==> src/rtl/fetch_stage_pkg.sv <==
// Shared definitions for the RV32I fetch stage: FSM encoding, default
// constants, the opcodes decode looks at, and a PC alignment helper.
package fetch_stage_pkg;

  // Fetch FSM states, 2-bit encoding
  typedef enum logic [1:0] {
    ST_IDLE  = 2'd0,
    ST_FETCH = 2'd1,
    ST_WAIT  = 2'd2,
    ST_DRAIN = 2'd3
  } fetch_state_t;

  // Default PC after reset and the bubble word (addi x0,x0,0)
  localparam logic [31:0] RESET_PC_DEFAULT  = 32'h0000_0000;
  localparam logic [31:0] NOP_INSTR_DEFAULT = 32'h0000_0013;

  // RV32I major opcodes consumed by decode
  localparam logic [6:0] OPC_LUI    = 7'b0110111;
  localparam logic [6:0] OPC_AUIPC  = 7'b0010111;
  localparam logic [6:0] OPC_JAL    = 7'b1101111;
  localparam logic [6:0] OPC_JALR   = 7'b1100111;
  localparam logic [6:0] OPC_BRANCH = 7'b1100011;
  localparam logic [6:0] OPC_LOAD   = 7'b0000011;
  localparam logic [6:0] OPC_STORE  = 7'b0100011;
  localparam logic [6:0] OPC_OP_IMM = 7'b0010011;
  localparam logic [6:0] OPC_OP     = 7'b0110011;

  // Instruction addresses are always word aligned
  function automatic logic [31:0] word_align(input logic [31:0] addr);
    return addr & 32'hFFFF_FFFC;
  endfunction

endpackage

==> src/rtl/fetch_stage_if_id_reg.sv <==
// IF/ID pipeline register with a one-entry hold buffer. A response that
// arrives while decode is stalled parks in the hold buffer; the buffer
// drains into IF/ID as soon as IF/ID becomes loadable again.
module fetch_stage_if_id_reg
  import fetch_stage_pkg::*;
#(
  parameter logic [31:0] NOP_INSTR = NOP_INSTR_DEFAULT
) (
  input  logic        clk_i,
  input  logic        rst_i,
  input  logic        resp_valid_i,
  input  logic [31:0] resp_pc_i,
  input  logic [31:0] resp_instr_i,
  input  logic        stall_i,
  input  logic        flush_i,
  output logic        id_valid_o,
  output logic [31:0] id_pc_o,
  output logic [31:0] id_instr_o,
  output logic        hold_full_o
);

  logic        r_id_valid;
  logic [31:0] r_id_pc;
  logic [31:0] r_id_instr;
  logic        r_hold_valid;
  logic [31:0] r_hold_pc;
  logic [31:0] r_hold_instr;
  logic        w_loadable;

  // An empty IF/ID can always accept; a full one only when decode moves on
  assign w_loadable = !r_id_valid || !stall_i;

  // IF/ID and hold buffer update: flush wins, then drain hold, then new data
  always_ff @(posedge clk_i or negedge rst_i) begin
    if (!rst_i) begin
      r_id_valid   <= 1'b0;
      r_id_pc      <= 32'h0;
      r_id_instr   <= NOP_INSTR;
      r_hold_valid <= 1'b0;
      r_hold_pc    <= 32'h0;
      r_hold_instr <= NOP_INSTR;
    end else if (flush_i) begin
      r_id_valid   <= 1'b0;
      r_id_instr   <= NOP_INSTR;
      r_hold_valid <= 1'b0;
    end else if (w_loadable) begin
      if (r_hold_valid) begin
        // Oldest instruction goes first; a simultaneous response (not
        // expected, since fetch stops while the buffer is full) refills it.
        r_id_valid   <= 1'b1;
        r_id_pc      <= r_hold_pc;
        r_id_instr   <= r_hold_instr;
        r_hold_valid <= resp_valid_i;
        if (resp_valid_i) begin
          r_hold_pc    <= resp_pc_i;
          r_hold_instr <= resp_instr_i;
        end
      end else if (resp_valid_i) begin
        r_id_valid <= 1'b1;
        r_id_pc    <= resp_pc_i;
        r_id_instr <= resp_instr_i;
      end else begin
        r_id_valid <= 1'b0;
        r_id_instr <= NOP_INSTR;
      end
    end else if (resp_valid_i) begin
      r_hold_valid <= 1'b1;
      r_hold_pc    <= resp_pc_i;
      r_hold_instr <= resp_instr_i;
    end
  end

  assign id_valid_o  = r_id_valid;
  assign id_pc_o     = r_id_pc;
  assign id_instr_o  = r_id_valid ? r_id_instr : NOP_INSTR;
  assign hold_full_o = r_hold_valid;

endmodule

==> src/rtl/fetch_stage.sv <==
// Instruction-fetch stage: owns the PC, runs the req/gnt/rvalid handshake
// to instruction memory and feeds the IF/ID register towards decode.
// At most one request is outstanding; a flushed request is drained.
module fetch_stage
  import fetch_stage_pkg::*;
#(
  parameter logic [31:0] RESET_PC  = RESET_PC_DEFAULT,
  parameter logic [31:0] NOP_INSTR = NOP_INSTR_DEFAULT
) (
  input  logic        clk_i,
  input  logic        rst_i,
  input  logic        start_i,
  output logic        imem_req_o,
  output logic [31:0] imem_addr_o,
  input  logic        imem_gnt_i,
  input  logic        imem_rvalid_i,
  input  logic [31:0] imem_rdata_i,
  input  logic        stall_i,
  input  logic        flush_i,
  input  logic [31:0] redirect_pc_i,
  output logic        id_valid_o,
  output logic [31:0] id_pc_o,
  output logic [31:0] id_instr_o
);

  fetch_state_t r_state;
  fetch_state_t w_state_next;
  logic [31:0]  r_pc;
  logic [31:0]  w_pc_next;
  logic [31:0]  r_fetch_pc;
  logic         w_req;
  logic         w_accept;
  logic         w_deliver;
  logic         w_hold_full;

  // Next-state, PC and handshake decode
  always_comb begin
    w_state_next = r_state;
    w_pc_next    = r_pc;
    w_req        = 1'b0;
    w_accept     = 1'b0;
    w_deliver    = 1'b0;
    case (r_state)
      ST_IDLE: begin
        if (start_i) w_state_next = ST_FETCH;
      end
      ST_FETCH: begin
        // No new request while a stalled response is parked
        w_req = !w_hold_full;
        if (w_req && imem_gnt_i) begin
          w_accept = 1'b1;
          if (flush_i) begin
            w_state_next = ST_DRAIN;
          end else begin
            w_state_next = ST_WAIT;
            w_pc_next    = r_pc + 32'd4;
          end
        end
      end
      ST_WAIT: begin
        if (imem_rvalid_i) begin
          w_state_next = ST_FETCH;
          w_deliver    = !flush_i;
        end else if (flush_i) begin
          w_state_next = ST_DRAIN;
        end
      end
      ST_DRAIN: begin
        // Swallow the response of a request that a flush made stale
        if (imem_rvalid_i) w_state_next = ST_FETCH;
      end
      default: w_state_next = ST_IDLE;
    endcase
    // A redirect overrides any sequential PC update in every state
    if (flush_i) w_pc_next = word_align(redirect_pc_i);
  end

  // FSM state and PC registers
  always_ff @(posedge clk_i or negedge rst_i) begin
    if (!rst_i) begin
      r_state <= ST_IDLE;
      r_pc    <= RESET_PC;
    end else begin
      r_state <= w_state_next;
      r_pc    <= w_pc_next;
    end
  end

  // Remember the address of the granted request so its response carries it
  always_ff @(posedge clk_i or negedge rst_i) begin
    if (!rst_i) begin
      r_fetch_pc <= RESET_PC;
    end else if (w_accept) begin
      r_fetch_pc <= r_pc;
    end
  end

  assign imem_req_o  = w_req;
  assign imem_addr_o = r_pc;

  fetch_stage_if_id_reg #(
    .NOP_INSTR(NOP_INSTR)
  ) u_if_id (
    .clk_i        (clk_i),
    .rst_i        (rst_i),
    .resp_valid_i (w_deliver),
    .resp_pc_i    (r_fetch_pc),
    .resp_instr_i (imem_rdata_i),
    .stall_i      (stall_i),
    .flush_i      (flush_i),
    .id_valid_o   (id_valid_o),
    .id_pc_o      (id_pc_o),
    .id_instr_o   (id_instr_o),
    .hold_full_o  (w_hold_full)
  );

endmodule

==> config.mk <==
export PLATFORM = sky130hd
export DESIGN_NAME = fetch_stage
export DESIGN_NICKNAME = d
export VERILOG_FILES = /design/src/rtl/fetch_stage_pkg.sv /design/src/rtl/fetch_stage_if_id_reg.sv /design/src/rtl/fetch_stage.sv
export SDC_FILE = /design/constraint.sdc
export NUM_CORES = 1
export LEC_CHECK = 0
export CELL_PAD_IN_SITES_DETAIL_PLACEMENT = 1
export CELL_PAD_IN_SITES_GLOBAL_PLACEMENT = 2
export CORE_ASPECT_RATIO = 0.5
export CORE_MARGIN = 4
export CORE_UTILIZATION = 40
export CTS_CLUSTER_DIAMETER = 30
export CTS_CLUSTER_SIZE = 14
export DETAILED_ROUTE_END_ITERATION = 10
export DONT_BUFFER_PORTS = 1
export PLACE_DENSITY_LB_ADDON = 0.1
export SYNTH_ARGS = -nofsm -noshare
export SYNTH_HDL_FRONTEND = slang
export SYNTH_SLANG_ARGS = --single-unit
==> constraint.sdc <==
create_clock -name clk_i -period 6.23 [get_ports clk_i]
set_clock_uncertainty 0.15 [all_clocks]
set_input_delay 0.9345 -clock clk_i [delete_from_list [all_inputs] [get_ports clk_i]]
set_output_delay 0.9345 -clock clk_i [all_outputs]
set_load 0.02 [all_outputs]
==> metrics.md, run 1 <==
| Metric | Value |
|---|---|
| Setup repair bufs after CTS | 0 |
| Setup Viol. Count Final | 0 |
| CP delay by family, top | simple AND/OR/NAND/NOR gates |
| Place WS | between 2000 and 3000 ps |
| Fraction of layout cells with a size suffix above 1 | 0.155 |
| Max Buffers Root-to-Sink | 2 |
| Yosys top cell by area | dfrtp_1 |
| Clock slew at reported path FFs | 70 ps |
| Initial DRC Count | about 450 |
| I/O pin count | 169 |
| Crit path DAT | 3240 ps |
| Main flop type after synthesis | dfrtp_1 |
| CP Launch Type | flip-flop |
| Status | completed |
| GRT Residual Overflow | 0 |
| CP Cell Sequence | inv_1 > ha_1 > nand3b_1 > buf_4 > nor4_2 > a21oi_1 > a211o_1 |
| Worst Path Required | between 6000 and 7000 ps |
| CP Buf/Inv Count | 2 |
| RSZ-0062 raised after global routing | false |
| R2R Setup Slk | ~3200 ps |
| Worst skew pair latency | around 450 ps |
| Num CTS Buffers | 17 |
| Syn Inst Count | just over 800 |
| PwrDens | around 370 mW/mm2 |
| Post-DRT Antenna Nets | 0 |
| Via Count | 6009 |
| Async SR Flop Fraction | 1.00 |
| Mapped Area | ~0.0085 mm2 |
| Final setup TNS | 0 ps |
| IO buf count | 0 |
| Path length in cells of the critical path | 7 |
| DR DRC count | 0 |
| RR Startpoint | r_state[1] |
| CP Launch Point | r_state[1] |
| YS warnings | 0 |
| Effective utilization at floorplan | 0.412 |
| Drt first pass iters | 4 |
| Busiest metal layer after global routing | met2 |
| Worst Hold Class | input pin to async pin |
| Vias in the first global route | ~6300 |
| Final HPWL DP | 15.4 mm |
| CP max-delay cell | nor4_2 |
| H-Tree Depth | 4 |
| Reg2Reg Depth | 7 |
| Initial antenna violation count | 0 |
| P&R area growth vs syn | 9.68% |
| Core ar. | 0.0207 mm2 |
| Seq cells post-synth | 188 |
| Fmax | ~330 MHz |
| Final nets | 863 |
| Die height | approximately 110 um |
| Max-Cap Viols | 0 |
| Fill count | around 2300 |
| Number of enable flip-flop cells after synthesis | 0 |
| Fin crit period | approximately 3000 ps |
| M2 GR Usage | 0.303 |
| Final Hold Fails | 0 |
| GRT met1 Usage | 0.288 |
| Gates resized, CTS repair | 0 |
| Gr usage total | 0.204 |
| Worst stage delay on the critical path | around 940 ps |
| Core Rows | 37 |
| Final Util | 0.452 |
| Die X | approximately 210 um |
| Largest net degree at the start of global routing | around 190 |
| RePlAce Congestion | slightly below 0.8 |
| Post-DR vias/cell | 5.60 |
| Worst Setup End Kind | flip-flop |
| WS Path Type | flip-flop to flip-flop |
| Met3 Resource Use GR | 0.0715 |
| CTS Sinks | ~190 |
| Final worst slack | 3180 ps |
| Yosys cell types | 50 |
| Ratio of final minimum period to clock period | 0.490 |
| Crit path capture | imem_addr_o[11] |
| Worst relative slew slack | 0.248 |
| Diodes inserted | 0 |
| Worst Tran Pin Value | approximately 1100 ps |
| Leak pwr | between 0.004 and 0.005 uW |
| Top cell type's share of synthesized area | 0.533 |
| DR WL/cell | between 20 and 25 um |
| Global-route wire length before repair | 38.1 mm |
| Die area | 0.0239 mm2 |
| Sequential area share after synthesis | 0.552 |
| Detailed Route WL | roughly 23 mm |
| CTS tree | built |
| Synth top area cells | dfrtp_1 (53%), mux2_2 (8.6%), nand2_1 (6.6%), o21ai_0 (5.1%), mux2i_1 (3.9%) |
| CTS root buf | clkbuf_16 |
| Worst-path fanout max | 47 |
| Final Max Tran Viols | 0 |
| Max IR drop VDD | around 0.18 mV |
| Reg-to-reg endpoint | imem_addr_o[11] |
| Syn_area_per_cell | about 11 um2 |
-- power by group --
part	internal [uW]	switching (uW)
Clock	661	485
Sequential	1460	359
Combinational	190	300
Total	2310	1140
-- stage by stage --
step | instances | hold slack (ps) | power (uW) | cell area, um2
2_1_floorplan | 813 | 292 | 2140 | 8550
3_3_place_gp | 1038 | 304 | 2310 | 8720
3_5_place_dp | 1038 | 312 | 2340 | 8720
4_1_cts | 1070 | 0.279 | 3500 | 9340
5_1_grt | 1073 | 1.19 | 3680 | 9370
6_report | 1073 | 43.1 | 3450 | 9370
-- cell type report --
cell class	instances	area, um2	area share
clock inverters	11	141	0.0151
inverters	20	75.1	0.00801
flip-flops and latches	188	4720	0.503
repair buffers	11	90.1	0.00962
multi-input cells	549	3530	0.377
clock buffers	21	470	0.0502
well taps	273	342	0.0365
-- logic make-up (layout without fill, tap and decap cells) --
logic type	count (synthesis)	after routing	synth area share
AO/OA/AOI/OAI	157	157	0.111
XOR/XNOR	10	10	0.0103
adder cells (fa/ha/maj)	5	5	0.00733
buffers and inverters	76	63	0.0372
flip-flops	188	188	0.552
multiplexers	98	98	0.124
other	1	4	0.000439
AND/OR/NAND/NOR	275	275	0.157
-- synth_stat cells (3+ instances only) --
master    instances
or4_1             9
mux2i_1          33
a21oi_1           4
mux2_2           65
nand4_1          15
buf_2             8
clkbuf_1         38
buf_1             5
a31oi_1          14
and2_1           29
dfrtp_1         182
nor4_1            8
dfstp_2           6
or3_1             5
inv_1            19
buf_4             4
a31o_2            4
xnor2_1           9
ha_1              5
o22a_1            3
nor2_1           19
nand2b_1          3
o31ai_1           7
nor3_1            7
o21ai_0          87
a22oi_1          29
nand2_1         151
nand3_1          12
-- placed cells by master, fill, tap and decap left out, types with 6 or more instances in the layout --
cell,count
buf_4,8
a31oi_1,14
mux2_2,65
clkbuf_16,17
o31ai_1,7
nor2_1,19
nor3_1,6
xnor2_1,9
nand3_1,12
mux2i_1,33
a22oi_1,29
and2_1,29
nor4_1,8
or4_1,9
dfstp_2,6
dfrtp_1,181
nand4_1,15
nand2_1,151
inv_1,19
o21ai_0,87
-- per-layer routing --
| layer | wire length, um | share of wire | up-vias |
|---|---|---|---|
| met2 | 10300 | 0.44 | 131 |
| met5 | 0 | 0 | - |
| met4 | 245 | 0.010 | 0 |
| met1 | 11300 | 0.48 | 3077 |
| met3 | 1500 | 0.064 | 15 |
| li1 | - | - | 2786 |
-- worst min-delay path by stage --
stage / end / slack (ps) / depth (start not counted)
detailed placement: u_if_id.r_id_instr[19] / 310 / 2
floorplan: u_if_id.r_id_instr[10] / 290 / 2
global placement: u_if_id.r_id_instr[20] / 300 / 2
CTS: u_if_id.r_id_instr[30] / 0.3 / 0
global route: u_if_id.r_hold_instr[27] / 1 / 0
finish: u_if_id.r_hold_instr[27] / 40 / 0
-- state kept, by name, indices dropped and copies added, names as in the netlist --
register and count:
u_if_id.r_hold_instr 32, u_if_id.r_id_instr 32, imem_addr_o 30, r_fetch_pc 30
u_if_id.id_pc_o 30, u_if_id.r_hold_pc 30, r_state 2, u_if_id.hold_full_o 1
u_if_id.id_valid_o 1
-- what timing repair did --
action                                  4_1_cts  5_1_grt
endpoints found under the setup margin        0        0
hold buffers                                  0        3
endpoints found under the hold margin         0       18
(Power assumes the default switching activity.)
==> inputs of run 2 (changes only) <==
--- a/config.mk
+++ b/config.mk
@@ -9,7 +9,7 @@
 export CELL_PAD_IN_SITES_GLOBAL_PLACEMENT = 2
 export CORE_ASPECT_RATIO = 0.5
 export CORE_MARGIN = 4
-export CORE_UTILIZATION = 40
+export CORE_UTILIZATION = 36
 export CTS_CLUSTER_DIAMETER = 30
 export CTS_CLUSTER_SIZE = 14
 export DETAILED_ROUTE_END_ITERATION = 10
==> constraint.sdc (replaced) <==
create_clock -name clk_i -period 2.55 [get_ports clk_i]
set_clock_uncertainty 0.15 [all_clocks]
set_input_delay 0.3825 -clock clk_i [delete_from_list [all_inputs] [get_ports clk_i]]
set_output_delay 0.3825 -clock clk_i [all_outputs]
set_load 0.02 [all_outputs]
==> metrics.md, run 2 (synthesis gave the netlist of run 1 again) <==
| Metric | Value |
|---|---|
| Initial antenna violation count | 1 |
| Gr usage total | 0.193 |
| H-Tree Depth | 4 |
| Placed cells | between 1000 and 1500 |
| RePlAce Congestion | about 0.76 |
| PwrDens | between 800 and 900 mW/mm2 |
| Detailed Route WL | ~25 mm |
| Fill count | approximately 2500 |
| GRT Residual Overflow | 0 |
| Fmax | approximately 420 MHz |
| Final Hold Fails | around 190 |
| Status | finished, violations left |
| Max IR drop VDD | about 0.4 mV |
| Num CTS Buffers | 17 |
| RR Startpoint | r_state[1] |
| Drt first pass iters | 5 |
| Final HPWL DP | approximately 16 mm |
| Effective utilization at floorplan | 0.370 |
| Post-DP Area | between 0.008 and 0.009 mm2 |
| Die area | ~0.026 mm2 |
| Crit path DAT | 2600 ps |
| Initial DRC Count | 390 |
| DR WL/cell | 20.8 um |
| Worst Path Required | ~2800 ps |
| Global-route wire length before repair | roughly 39 mm |
| Clock slew at reported path FFs | ~70 ps |
| Die height | between 100 and 150 um |
| Setup Viol. Count Final | 0 |
| Leak pwr | 0.00452 uW |
| Post-route design area | about 0.010 mm2 |
| IO buf count | 0 |
| CP Launch Type | flip-flop |
| CTS Sinks | about 190 |
| Final Max Tran Viols | 0 |
| Worst relative slew slack | 0.296 |
| Fin crit period | between 2000 and 2500 ps |
| Via Count | 6348 |
| Non-filler cells in the finished layout | about 1200 |
| Worst hold slack | -517 ps |
| Fraction of layout cells with a size suffix above 1 | 0.170 |
| Most common cell after layout, fill and taps aside | dfrtp_1 |
| Tot Pwr | 8610 uW |
| CP Launch Point | r_state[1] |
| Die X | 226 um |
| CTS Hold Bufs | 66 |
| Most frequent cells in the layout | dfrtp_1 (181), nand2_1 (151), o21ai_0 (87), dlygate4sd3_1 (66), mux2_2 (65) |
| Largest regs | u_if_id.r_hold_instr: 32 flops, u_if_id.r_id_instr: 32 flops |
| CTS root buf | clkbuf_16 |
| CTS tree | built |
| DR DRC count | 0 |
| Max-Cap Viols | 0 |
| Post-DR vias/cell | roughly 5.3 |
| Worst Hold Class | input pin to async pin |
| Worst skew pair latency | 450 ps |
| Ratio of final minimum period to clock period | 0.932 |
| Worst Tran Pin Value | 1050 ps |
| Worst-path fanout max | 5 |
| WS Path Type | flip-flop to flip-flop |
| Core ar. | around 0.023 mm2 |
| Final Util | 0.446 |
| P&R area growth vs syn | 20.5% |
| Max Buffers Root-to-Sink | 2 |
| Failing checks | negative hold slack |
| Core Rows | 39 |
| Final nets | roughly 950 |
| Vias in the first global route | between 6000 and 7000 |
| Post-DRT Antenna Nets | 0 |
| Largest net degree at the start of global routing | around 190 |
| I/O pin count | about 170 |
| Worst Setup End Kind | flip-flop |
run 2: layer usage:
| metal | track usage | wire length (um) | vias up |
|---|---|---|---|
| met1 | 0.270 | 11800 | 3242 |
| met5 | 0 | 0 | - |
| met4 | 0.0477 | 198 | 0 |
| met3 | 0.0543 | 1590 | 18 |
| li1 | - | - | 2962 |
| met2 | 0.302 | 11300 | 126 |
run 2: layout make-up:
class | instances | area, um2 | share of cell area
inverter | 20 | 75.1 | 0.00730
multi-input combinational | 549 | 3560 | 0.346
sequential | 188 | 4720 | 0.458
antenna | 1 | 2.50 | 0.000243
tap | 307 | 384 | 0.0373
clock inverter | 8 | 115 | 0.0112
timing repair buffer | 100 | 953 | 0.0927
clock buffer | 23 | 478 | 0.0465
run 2: critical path, cell delays in order (launching register included):
cell	delay [ps]
dfrtp_1	400
inv_1	150
ha_4	190
nand3b_1	190
or4_1	670
or3_1	380
a31oi_1	160
run 2: power by group:
group	internal, uW	switching [uW]
Combinational	608	877
Sequential	3570	794
Clock	1610	1150
Total	5780	2830
run 2: worst paths after layout:
path | endpoint | slack (ps) | cells after the start
setup reg to reg | imem_addr_o[15] | 170 | 6
hold / removal | u_if_id.r_hold_instr[24] | -520 | 0
hold reg to reg | u_if_id.r_id_instr[16] | 320 | 2
setup / recovery | imem_addr_o[15] | 170 | 6
min in group clk_i | u_if_id.r_id_instr[25] | 30 | 2
max in group asynchronous | u_if_id.hold_full_o | 2340 | 0
run 2: stage by stage:
| stage | TNS [ps] | worst slack (ps) | hold WS (ps) |
|---|---|---|---|
| floorplan | 0 | 227 | -63.1 |
| global placement | 0 | 135 | -57.4 |
| detailed placement | 0 | 135 | -58.5 |
| CTS | 0 | 54.1 | -547 |
| global route | -38.1 | -16.9 | -551 |
| finish | 0 | 174 | -517 |
run 2: repair_timing:
item	4_1_cts	5_1_grt
gates resized for setup	1	5
pin swaps	0	2
hold endpoints to repair	271	188
buffers inserted	0	0
setup endpoints to repair	1	32
==> inputs of run 3 (changes only) <==
--- a/config.mk
+++ b/config.mk
@@ -8,8 +8,7 @@
 export CELL_PAD_IN_SITES_DETAIL_PLACEMENT = 1
 export CELL_PAD_IN_SITES_GLOBAL_PLACEMENT = 2
 export CORE_ASPECT_RATIO = 0.5
-export CORE_MARGIN = 4
-export CORE_UTILIZATION = 36
+export CORE_UTILIZATION = 40
 export CTS_CLUSTER_DIAMETER = 30
 export CTS_CLUSTER_SIZE = 14
 export DETAILED_ROUTE_END_ITERATION = 10
==> constraint.sdc (replaced) <==
create_clock -name clk_i -period 2.43 [get_ports clk_i]
set_clock_uncertainty 0.15 [all_clocks]
set_input_delay 0.3645 -clock clk_i [delete_from_list [all_inputs] [get_ports clk_i]]
set_output_delay 0.3645 -clock clk_i [all_outputs]
set_load 0.02 [all_outputs]
==> metrics.md, run 3 (synthesis gave the netlist of run 1 again) <==
| Metric | Value |
|---|---|
| Die height | roughly 110 um |
| GRT Residual Overflow | 0 |
| Max IR drop VDD | roughly 0.49 mV |
| Via Count | around 6400 |
| PwrDens | approximately 900 mW/mm2 |
| Worst Setup End Kind | flip-flop |
| Global-route wire length before repair | around 38 mm |
| Worst relative slew slack | 0.212 |
| Largest net degree at the start of global routing | 189 |
| Worst Hold Class | input pin to async pin |
| Placed cells | 1075 |
| DR DRC count | 0 |
| Worst skew pair latency | roughly 450 ps |
| Final setup TNS | 0 ps |
| Status | finished, violations left |
| Reg2Reg Depth | 6 |
| Post-DRT Antenna Nets | 0 |
| WS Path Type | flip-flop to flip-flop |
| Setup Viol. Count Final | 0 |
| Num CTS Buffers | 17 |
| Final Hold Fails | 188 |
| Fraction of layout cells with a size suffix above 1 | 0.177 |
| Diodes inserted | 0 |
| Vias in the first global route | between 6000 and 7000 |
| Drt first pass iters | 4 |
| Final nets | 961 |
| Die area | between 0.02 and 0.025 mm2 |
| Ratio of final minimum period to clock period | 0.946 |
| I/O pin count | around 170 |
| Fin crit period | 2300 ps |
| Largest regs | u_if_id.r_hold_instr: 32 flops, u_if_id.r_id_instr: 32 flops |
| Tot Pwr | between 9000 and 10000 uW |
| Initial DRC Count | 309 |
| Die X | about 210 um |
| Most common cell after layout, fill and taps aside | dfrtp_1 |
| Crit path DAT | 2510 ps |
| Final worst slack | approximately 130 ps |
| Leak pwr | approximately 0.0046 uW |
| Final Max Tran Viols | 0 |
| Worst-path fanout max | 10 |
| Initial antenna violation count | 0 |
| Non-filler cells in the finished layout | 1171 |
| P&R area growth vs syn | 20.5% |
| Fmax | 435 MHz |
| Worst Tran Pin Value | ~1200 ps |
| Gr usage total | 0.228 |
| Core Rows | 37 |
| RSZ-0062 raised after global routing | false |
| Core ar. | 0.0207 mm2 |
| DR WL/cell | about 20 um |
| CP Launch Type | flip-flop |
| Detailed Route WL | 23.9 mm |
| Place WS | 24.8 ps |
| Most frequent cells in the layout | dfrtp_1 (181), nand2_1 (151), o21ai_0 (87), mux2_2 (65), dlygate4sd3_1 (64) |
| Clock slew at reported path FFs | around 60 ps |
| H-Tree Depth | 4 |
| CTS Hold Bufs | 64 |
| Worst Path Required | approximately 2600 ps |
| Final HPWL DP | about 15 mm |
| Worst hold slack | -532 ps |
| CTS root buf | clkbuf_16 |
| Max Buffers Root-to-Sink | 2 |
| RePlAce Congestion | between 0.8 and 0.9 |
| CTS Sinks | between 150 and 200 |
| Post-DR vias/cell | approximately 5.5 |
| Effective utilization at floorplan | 0.412 |
| IO buf count | 0 |
| Max-Cap Viols | 0 |
| Failing checks | negative hold slack |
| CTS tree | built |
run 3: cell count changes in the layout (fill, tap and decap cells not counted), sizes merged:
cell,before,now
clkbuf,23,24
diode,1,0
dlygate4sd3,66,64
buf,34,45
run 3: final timing paths:
kind | from | to | slack (ps)
worst max-delay path | r_state[1] | imem_addr_o[22] | 130
worst min register to register | u_if_id.r_id_instr[20] | u_if_id.r_id_instr[20] | 320
worst min-delay path | rst_i | u_if_id.r_id_instr[12] | -530
worst max register to register | r_state[1] | imem_addr_o[22] | 130
min in group clk_i | imem_rdata_i[1] | u_if_id.r_id_instr[1] | 40
max in group asynchronous | rst_i | imem_addr_o[13] | 2320
run 3: per-stage QoR:
stage	hold slack [ps]	utilization	area [um2]
floorplan	-81.1	-	8550
global placement	-77.2	0.436	9040
detailed placement	-78.7	0.436	9040
CTS	-560	0.496	10300
global route	-568	0.496	10300
finish	-532	0.496	10300
run 3: layout make-up:
type                       count  area (um2)
sequential                   188        4720
clock buffer                  24         482
multi-input combinational    549        3550
clock inverter                 8         115
inverter                      20        75.1
timing repair buffer         109        1020
fill                        2255       10400
tap                          273         342
run 3: per-layer routing:
layer | global-route usage | vias up | share of wire
met4 | 0.0567 | 0 | 0.010
met1 | 0.314 | 3271 | 0.48
met2 | 0.349 | 125 | 0.45
met3 | 0.0697 | 16 | 0.057
met5 | 0 | - | 0
li1 | - | 2983 | -
run 3: report_power, final:
part / leakage, uW / switching, uW / internal [uW] / total (uW)
clock network: 0.000298 / 1200 / 1690 / 2890
registers: 0.00246 / 809 / 3740 / 4550
logic: 0.00181 / 948 / 665 / 1610
run 3: critical path, cell delays in order, from the launching register on:
cell and delay (ps):
dfrtp_1 400, inv_1 140, ha_4 200, nand4b_4 120, or4_4 510, or4_1 540
a31oi_1 170
run 3: repair_timing:
action	4_1_cts	5_1_grt
gates resized for setup	0	3
endpoints found under the setup margin	0	44
buffers inserted	0	0
hold endpoints to repair	279	188
==> patch 1: new RTL, flow settings as in run 2 <==
The 4 states of `fetch_state_t` get a one-hot encoding in 4 bits.
--- a/src/rtl/fetch_stage_pkg.sv
+++ b/src/rtl/fetch_stage_pkg.sv
@@ -3,11 +3,11 @@
 package fetch_stage_pkg;
 
   // Fetch FSM states, 2-bit encoding
-  typedef enum logic [1:0] {
-    ST_IDLE  = 2'd0,
-    ST_FETCH = 2'd1,
-    ST_WAIT  = 2'd2,
-    ST_DRAIN = 2'd3
+  typedef enum logic [3:0] {
+    ST_IDLE  = 4'b0001,
+    ST_FETCH = 4'b0010,
+    ST_WAIT  = 4'b0100,
+    ST_DRAIN = 4'b1000
   } fetch_state_t;
 
   // Default PC after reset and the bubble word (addi x0,x0,0)
Function: no difference found for any inputs over 4 cycles, from zero or initial values and one cycle with rst_i low; so few cycles prove little.
==> patch 1 against run 2 <==
  * The flow still finishes with violations (negative hold slack)
  * Die area is 0.49% higher
  * Total power is 14% lower
  * Sequential cell count is 2 higher
  * Wire length is 8.1% lower
  * Via count is 6.5% lower
  * Synthesized area is 0.51% higher
  * Non-clock buffer count is 5 lower
  * Largest cell class unchanged
  * Combinational power is 34% lower
  * First-iteration DRC count is 22% lower
  * Worst setup slack worse by 27 ps
  * Final area is 0.21% higher
  * Global-route usage is 1.2 points lower
  * Critical path depth is 3 lower
==> patch 1: results (changes against run 2) <==
* Status: finished, violations left
* Failing checks: negative hold slack
* # port buffers at 0 (unchanged)
* CTS Root Cell: clkbuf_16
* Number of global-route vias before repair at 6,291 (-4.2%)
* Initial antenna violation count at 0 (-1)
* Setup bufs post-CTS at 0 (unchanged)
* Pleak at 4.398 nW (-2.7%)
* Sw Share at 26.62% (-6.2 points)
* Arrival time at the worst endpoint at 1870 ps (-730 ps)
* Peak supply drop at 0.0003516 V (-12%)
* Nets at 897 (-5.8%)
* Share of flip-flops with an asynchronous set or reset at 100.0% (unchanged)
* ANT cells at 0 (-1)
* Final Hold Fails at 190 (+1.1%)
* GRT Util Overall at 18.11% (-1.2 points)
* Hold Slack at -525.4 ps (-8.152 ps)
* CTS Buf Count at 17 (unchanged)
* Routability cong. at 0.7113 (-6.1%)
* Clk slew on worst S/H paths at 70 ps (about the same)
* Final WL at 22,900 um (-8.1%)
* Cell depth of the worst flop-to-flop path at 5 (-1)
* Post-synth cell types at 46 (-8.0%)
* Top delay family on crit path: buffers and inverters
* Worst-path fanout max at 49 (+44)
* CP max stage delay at 490 ps (-180 ps)
* Clk buf depth at 2 (unchanged)
* Worst-skew pair later-pin latency at 450 ps (about the same)
* Slew margin rel. at 50.34% (+21 points)
* Share of layout cells above drive strength 1 at 20.76% (+3.8 points)
* Post-detailed-placement half-perimeter wirelength at 14,650 um (-9.1%)
* Via count at 5,933 (-6.5%)
* Reg-to-reg startpoint: u_if_id.hold_full_o
* Synth Warn # at 0 (unchanged)
* Global-route wire length before repair at 36,640 um (-6.5%)
* Biggest regs: u_if_id.r_hold_instr x32, u_if_id.r_id_instr x32
* Post-synth top cells: 183 x dfrtp_1, 108 x nand2_1, 93 x mux2_2
* CP max-delay cell: dfrtp_4
* H-tree Lvls at 4 (unchanged)
* Largest net degree at the start of global routing at 191 (+1.1%)
* Hold-fix buffers, CTS at 65 (-1.5%)
* First drt pass iteration count at 4 (-1)
* Top_reg_cell synth: dfrtp_1
* Hold WC Path Type: in2async
* Synth area leaders: dfrtp_1 53%, mux2_2 12%, o21ai_0 5.3%, nand2_1 4.7%, mux2i_1 4.0%
* Flop2flop setup slack at 200 ps (+30 ps)
* Sequential-to-total area share from yosys stat at 55.50% (+0.32 points)
* Initial drt markers at 303 (-22%)
* R2R Path End: u_if_id.r_hold_pc[20]
==> patch 1: metrics by stage <==
step | instance area [um2] | utilization [%] | cells | worst slack (ps)
after floorplan | 8594 | - | 761 | 477.4
after global placement | 9055 | 39.15 | 1048 | 231.0
after detailed placement | 9055 | 39.15 | 1048 | 178.4
after CTS | 10310 | 44.56 | 1145 | 95.03
after global routing | 10310 | 44.56 | 1145 | 53.02
final | 10310 | 44.56 | 1145 | 146.8
==> patch 1: cells by family (layout without fill, tap and decap cells) <==
| family | Yosys count | count (layout) | synth area share (%) |
|---|---|---|---|
| simple gates | 222 | 222 | 13.50 |
| flops | 190 | 190 | 55.50 |
| compound gates | 136 | 136 | 9.024 |
| mux | 127 | 127 | 16.17 |
| buf+inv | 54 | 131 | 2.872 |
| xor+xnor | 27 | 27 | 2.755 |
| fa+ha+maj | 1 | 1 | 0.1457 |
| other cells | 1 | 4 | 0.04369 |
==> patch 1: repair_timing <==
action                                 in CTS  in global routing
gates resized for setup                     0                  0
setup endpoints to repair                   0                  0
endpoints found under the hold margin     282                190
==> patch 1: worst reg2reg max path, stage by stage (launching register included) <==
cell and delay (ps):
dfrtp_4 420, buf_4 600, a21oi_1 180, nor2_4 190
buf_12 270, mux2_2 430
==> patch 1: metal layers <==
layer  part of all wire (%)  wire length (um)  vias to the layer above  global-route usage [%]
li1                       -                 -                     2777                       -
met3                    3.7               844                       21                   4.186
met2                     47             10760                       78                   29.50
met5                      0                 0                        -                       0
met1                     48             10970                     3057                   24.05
met4                    1.4               329                        0                   6.564
==> patch 1: final cells by class <==
class | instances | area [um2]
clock buffers | 26 | 509.2
clock inverters | 6 | 82.58
fillers | 2493 | 12820
inverters | 4 | 15.01
multi-input cells | 517 | 3613
flip-flops and latches | 190 | 4767
well taps | 307 | 384.1
repair buffers | 95 | 935.9
==> patch 1: worst max path at each step <==
stage	start	end	slack, ps	cells past startpoint
5_1_grt	u_if_id.hold_full_o	imem_req_o	50	3
3_5_place_dp	u_if_id.hold_full_o	u_if_id.r_hold_pc[17]	180	5
6_report	u_if_id.hold_full_o	imem_req_o	150	3
4_1_cts	u_if_id.hold_full_o	imem_req_o	100	3
2_1_floorplan	u_if_id.hold_full_o	imem_req_o	480	4
3_3_place_gp	u_if_id.hold_full_o	u_if_id.r_hold_pc[16]	230	5
==> patch 1: power groups by stage <==
stage / sequential, mW / clock (mW) / combinational (mW)
after floorplan: 3.68 / 0 / 0.714
after global placement: 3.76 / 0 / 0.860
after detailed placement: 3.78 / 0 / 0.884
after CTS: 3.72 / 2.84 / 0.996
after global routing: 3.77 / 2.98 / 1.10
final: 3.71 / 2.73 / 0.978
==> patch 2: new RTL, config.mk and constraints of run 2 <==
Without the edit above. Make the reset (`rst_i`) synchronous in 3 clocked blocks.
--- a/src/rtl/fetch_stage_if_id_reg.sv
+++ b/src/rtl/fetch_stage_if_id_reg.sv
@@ -31,7 +31,7 @@
   assign w_loadable = !r_id_valid || !stall_i;
 
   // IF/ID and hold buffer update: flush wins, then drain hold, then new data
-  always_ff @(posedge clk_i or negedge rst_i) begin
+  always_ff @(posedge clk_i) begin
     if (!rst_i) begin
       r_id_valid   <= 1'b0;
       r_id_pc      <= 32'h0;
--- a/src/rtl/fetch_stage.sv
+++ b/src/rtl/fetch_stage.sv
@@ -76,7 +76,7 @@
   end
 
   // FSM state and PC registers
-  always_ff @(posedge clk_i or negedge rst_i) begin
+  always_ff @(posedge clk_i) begin
     if (!rst_i) begin
       r_state <= ST_IDLE;
       r_pc    <= RESET_PC;
@@ -87,7 +87,7 @@
   end
 
   // Remember the address of the granted request so its response carries it
-  always_ff @(posedge clk_i or negedge rst_i) begin
+  always_ff @(posedge clk_i) begin
     if (!rst_i) begin
       r_fetch_pc <= RESET_PC;
     end else if (w_accept) begin
Formal check against the unedited RTL: differs if rst_i is asserted again (counterexample within 4 cycles, from zero or initial values and one cycle with rst_i low); with rst_i held inactive, the same outputs for 4 cycles.
==> patch 2 against run 2 <==
  * Final area is 6.0% lower
  * Highest routed layer unchanged
  * Wire length is 3.9% higher
  * Synthesized cell count is 22% higher
  * Worst setup slack better by 160 ps
  * Sequential cell count stayed put
  * Critical endpoint is now imem_addr_o[5]
  * Count of clock-buffer cells in the layout is 2 lower
  * Synthesized area is 5.2% lower
Power is not compared: it rests on default switching activity, and its combinational part moved more than twofold at a synthesized area within 25%.
==> patch 2: results (changes against run 2) <==
* Status: complete, no violations
* Global-route wire length before repair at 41,430 um (+5.7%)
* Pleak at 3.234 nW
* Share of flip-flops with an asynchronous set or reset at 0% (-100 points)
* Slew margin rel. at 26.04% (-3.5 points)
* Synth area leaders: dfxtp_1 46%, nand2_1 9.5%, a21oi_1 6.7%, mux2i_1 4.3%, a211oi_1 3.2%
* H-tree Lvls at 4 (unchanged)
* ANT cells at 0 (-1)
* Clk slew on worst S/H paths at 70 ps (about the same)
* Hold path endpoint: imem_addr_o[11]
* Biggest regs: u_if_id.r_hold_instr x32, u_if_id.r_id_instr x32
* Largest net degree at the start of global routing at 102 (-46%)
* R2R Path End: imem_addr_o[5]
* Post-synth cell types at 55 (+10%)
* Number of global-route vias before repair at 7,442 (+13%)
* Routability cong. at 0.7572 (about the same)
* CTS Root Cell: clkbuf_16
* Initial drt markers at 394 (+1.0%)
* Hold WC Path Type: in2reg
* Nets at 1,109 (+16%)
* Hold Startpoint: redirect_pc_i[11]
* First drt pass iteration count at 4 (-1)
* Via-to-Cell Ratio at 5.426 (+2.2%)
* Resized cells post-CTS at 0 (-1)
* GRT Util Overall at 21.09% (+1.7 points)
* Final WL at 25,880 um (+3.9%)
* Initial antenna violation count at 0 (-1)
* Post-synth top cells: 205 x nand2_1, 188 x dfxtp_1, 109 x a21oi_1
* Peak supply drop at 0.0003794 V
* Post-detailed-placement half-perimeter wirelength at 16,520 um (+2.5%)
* Worst-path fanout max at 27 (+22)
* Sequential-to-total area share from yosys stat at 46.48% (-8.7 points)
* CTS Buf Count at 17 (unchanged)
* Share of layout cells above drive strength 1 at 9.082% (-7.9 points)
* Top_reg_cell synth: dfxtp_1
* Flop2flop setup slack at 330 ps (+160 ps)
* DP Area at 8526 um2 (-5.3%)
* Reg-to-reg startpoint: r_state[1]
* Worst-skew pair later-pin latency at 450 ps (about the same)
* Cell depth of the worst flop-to-flop path at 8 (+2)
* Clk buf depth at 2 (unchanged)
* Hold-critical path depth at 2
* # port buffers at 0 (unchanged)
* Synth Warn # at 0 (unchanged)
[patch 2: cell count changes in the layout (fill, tap and decap cells not counted), sizes merged, moves of 35 or more]
cell	delta
nand2	+54
nor3	+35
nor2	+50
dfxtp	+188
a21oi	+105
o21ai	-61
dfrtp	-182
mux2	-65
[patch 2: repair_timing]
action | in CTS | in global routing
buffers inserted | 0 | 0
hold endpoints to repair | 89 | 0
setup endpoints to repair | 0 | 0
hold buffers | 56 | 0
[patch 2: power breakdown]
part	internal (mW)	switching [mW]
Clock	1.52	1.20
Sequential	3.01	0.0922
Combinational	0.221	0.367
[patch 2: worst max-delay path by stage]
stage,start,end,slack [ps],cells after the start
final,r_state[1],imem_addr_o[5],330,8
after global routing,r_state[1],imem_addr_o[5],110,8
after CTS,r_state[1],imem_req_o,310,4
after detailed placement,r_state[1],imem_addr_o[5],340,8
after global placement,r_state[1],imem_addr_o[5],390,8
after floorplan,imem_addr_o[2],imem_addr_o[16],350,5
[patch 2: critical path, stage by stage, from the launching register on]
cell	delay (ps)
dfxtp_1	340
inv_1	90
ha_1	240
and3b_1	280
buf_4	190
buf_4	310
nand3_1	140
xor2_1	160
a211oi_1	210
[patch 2: final cells by class]
| type | instances | area [um2] |
|---|---|---|
| repair buffers | 104 | 945.9 |
| flip-flops and latches | 188 | 3767 |
| inverters | 8 | 32.53 |
| fillers | 2607 | 12200 |
| well taps | 300 | 375.4 |
| clock buffers | 21 | 470.5 |
| clock inverters | 11 | 113.9 |
| multi-input cells | 714 | 3965 |
[patch 2: logic make-up after synthesis]
group           synth area share [%]
flops                          46.48
xor+xnor                       1.298
other cells                  0.04632
mux                            4.327
fa+ha+maj                     0.7727
buf+inv                        4.883
compound gates                 17.28
simple gates                   24.91
[patch 2: metal layers]
layer / vias to the layer above / routed length (um) / track usage [%]
met5: - / 0 / 0
met4: 0 / 293 / 5.769
met3: 23 / 1304 / 5.989
met2: 137 / 12170 / 35.16
met1: 3588 / 12110 / 26.95
li1: 3556 / - / -
[patch 2: stage by stage]
step | hold WS [ps] | setup WS (ps) | std cells
2_1_floorplan | 276.9 | 345.3 | 994
3_3_place_gp | 290.3 | 389.8 | 1258
3_5_place_dp | 294.8 | 342.2 | 1258
4_1_cts | 0.1166 | 309.3 | 1346
5_1_grt | 13.27 | 111.2 | 1346
6_report | 15.60 | 330.3 | 1346
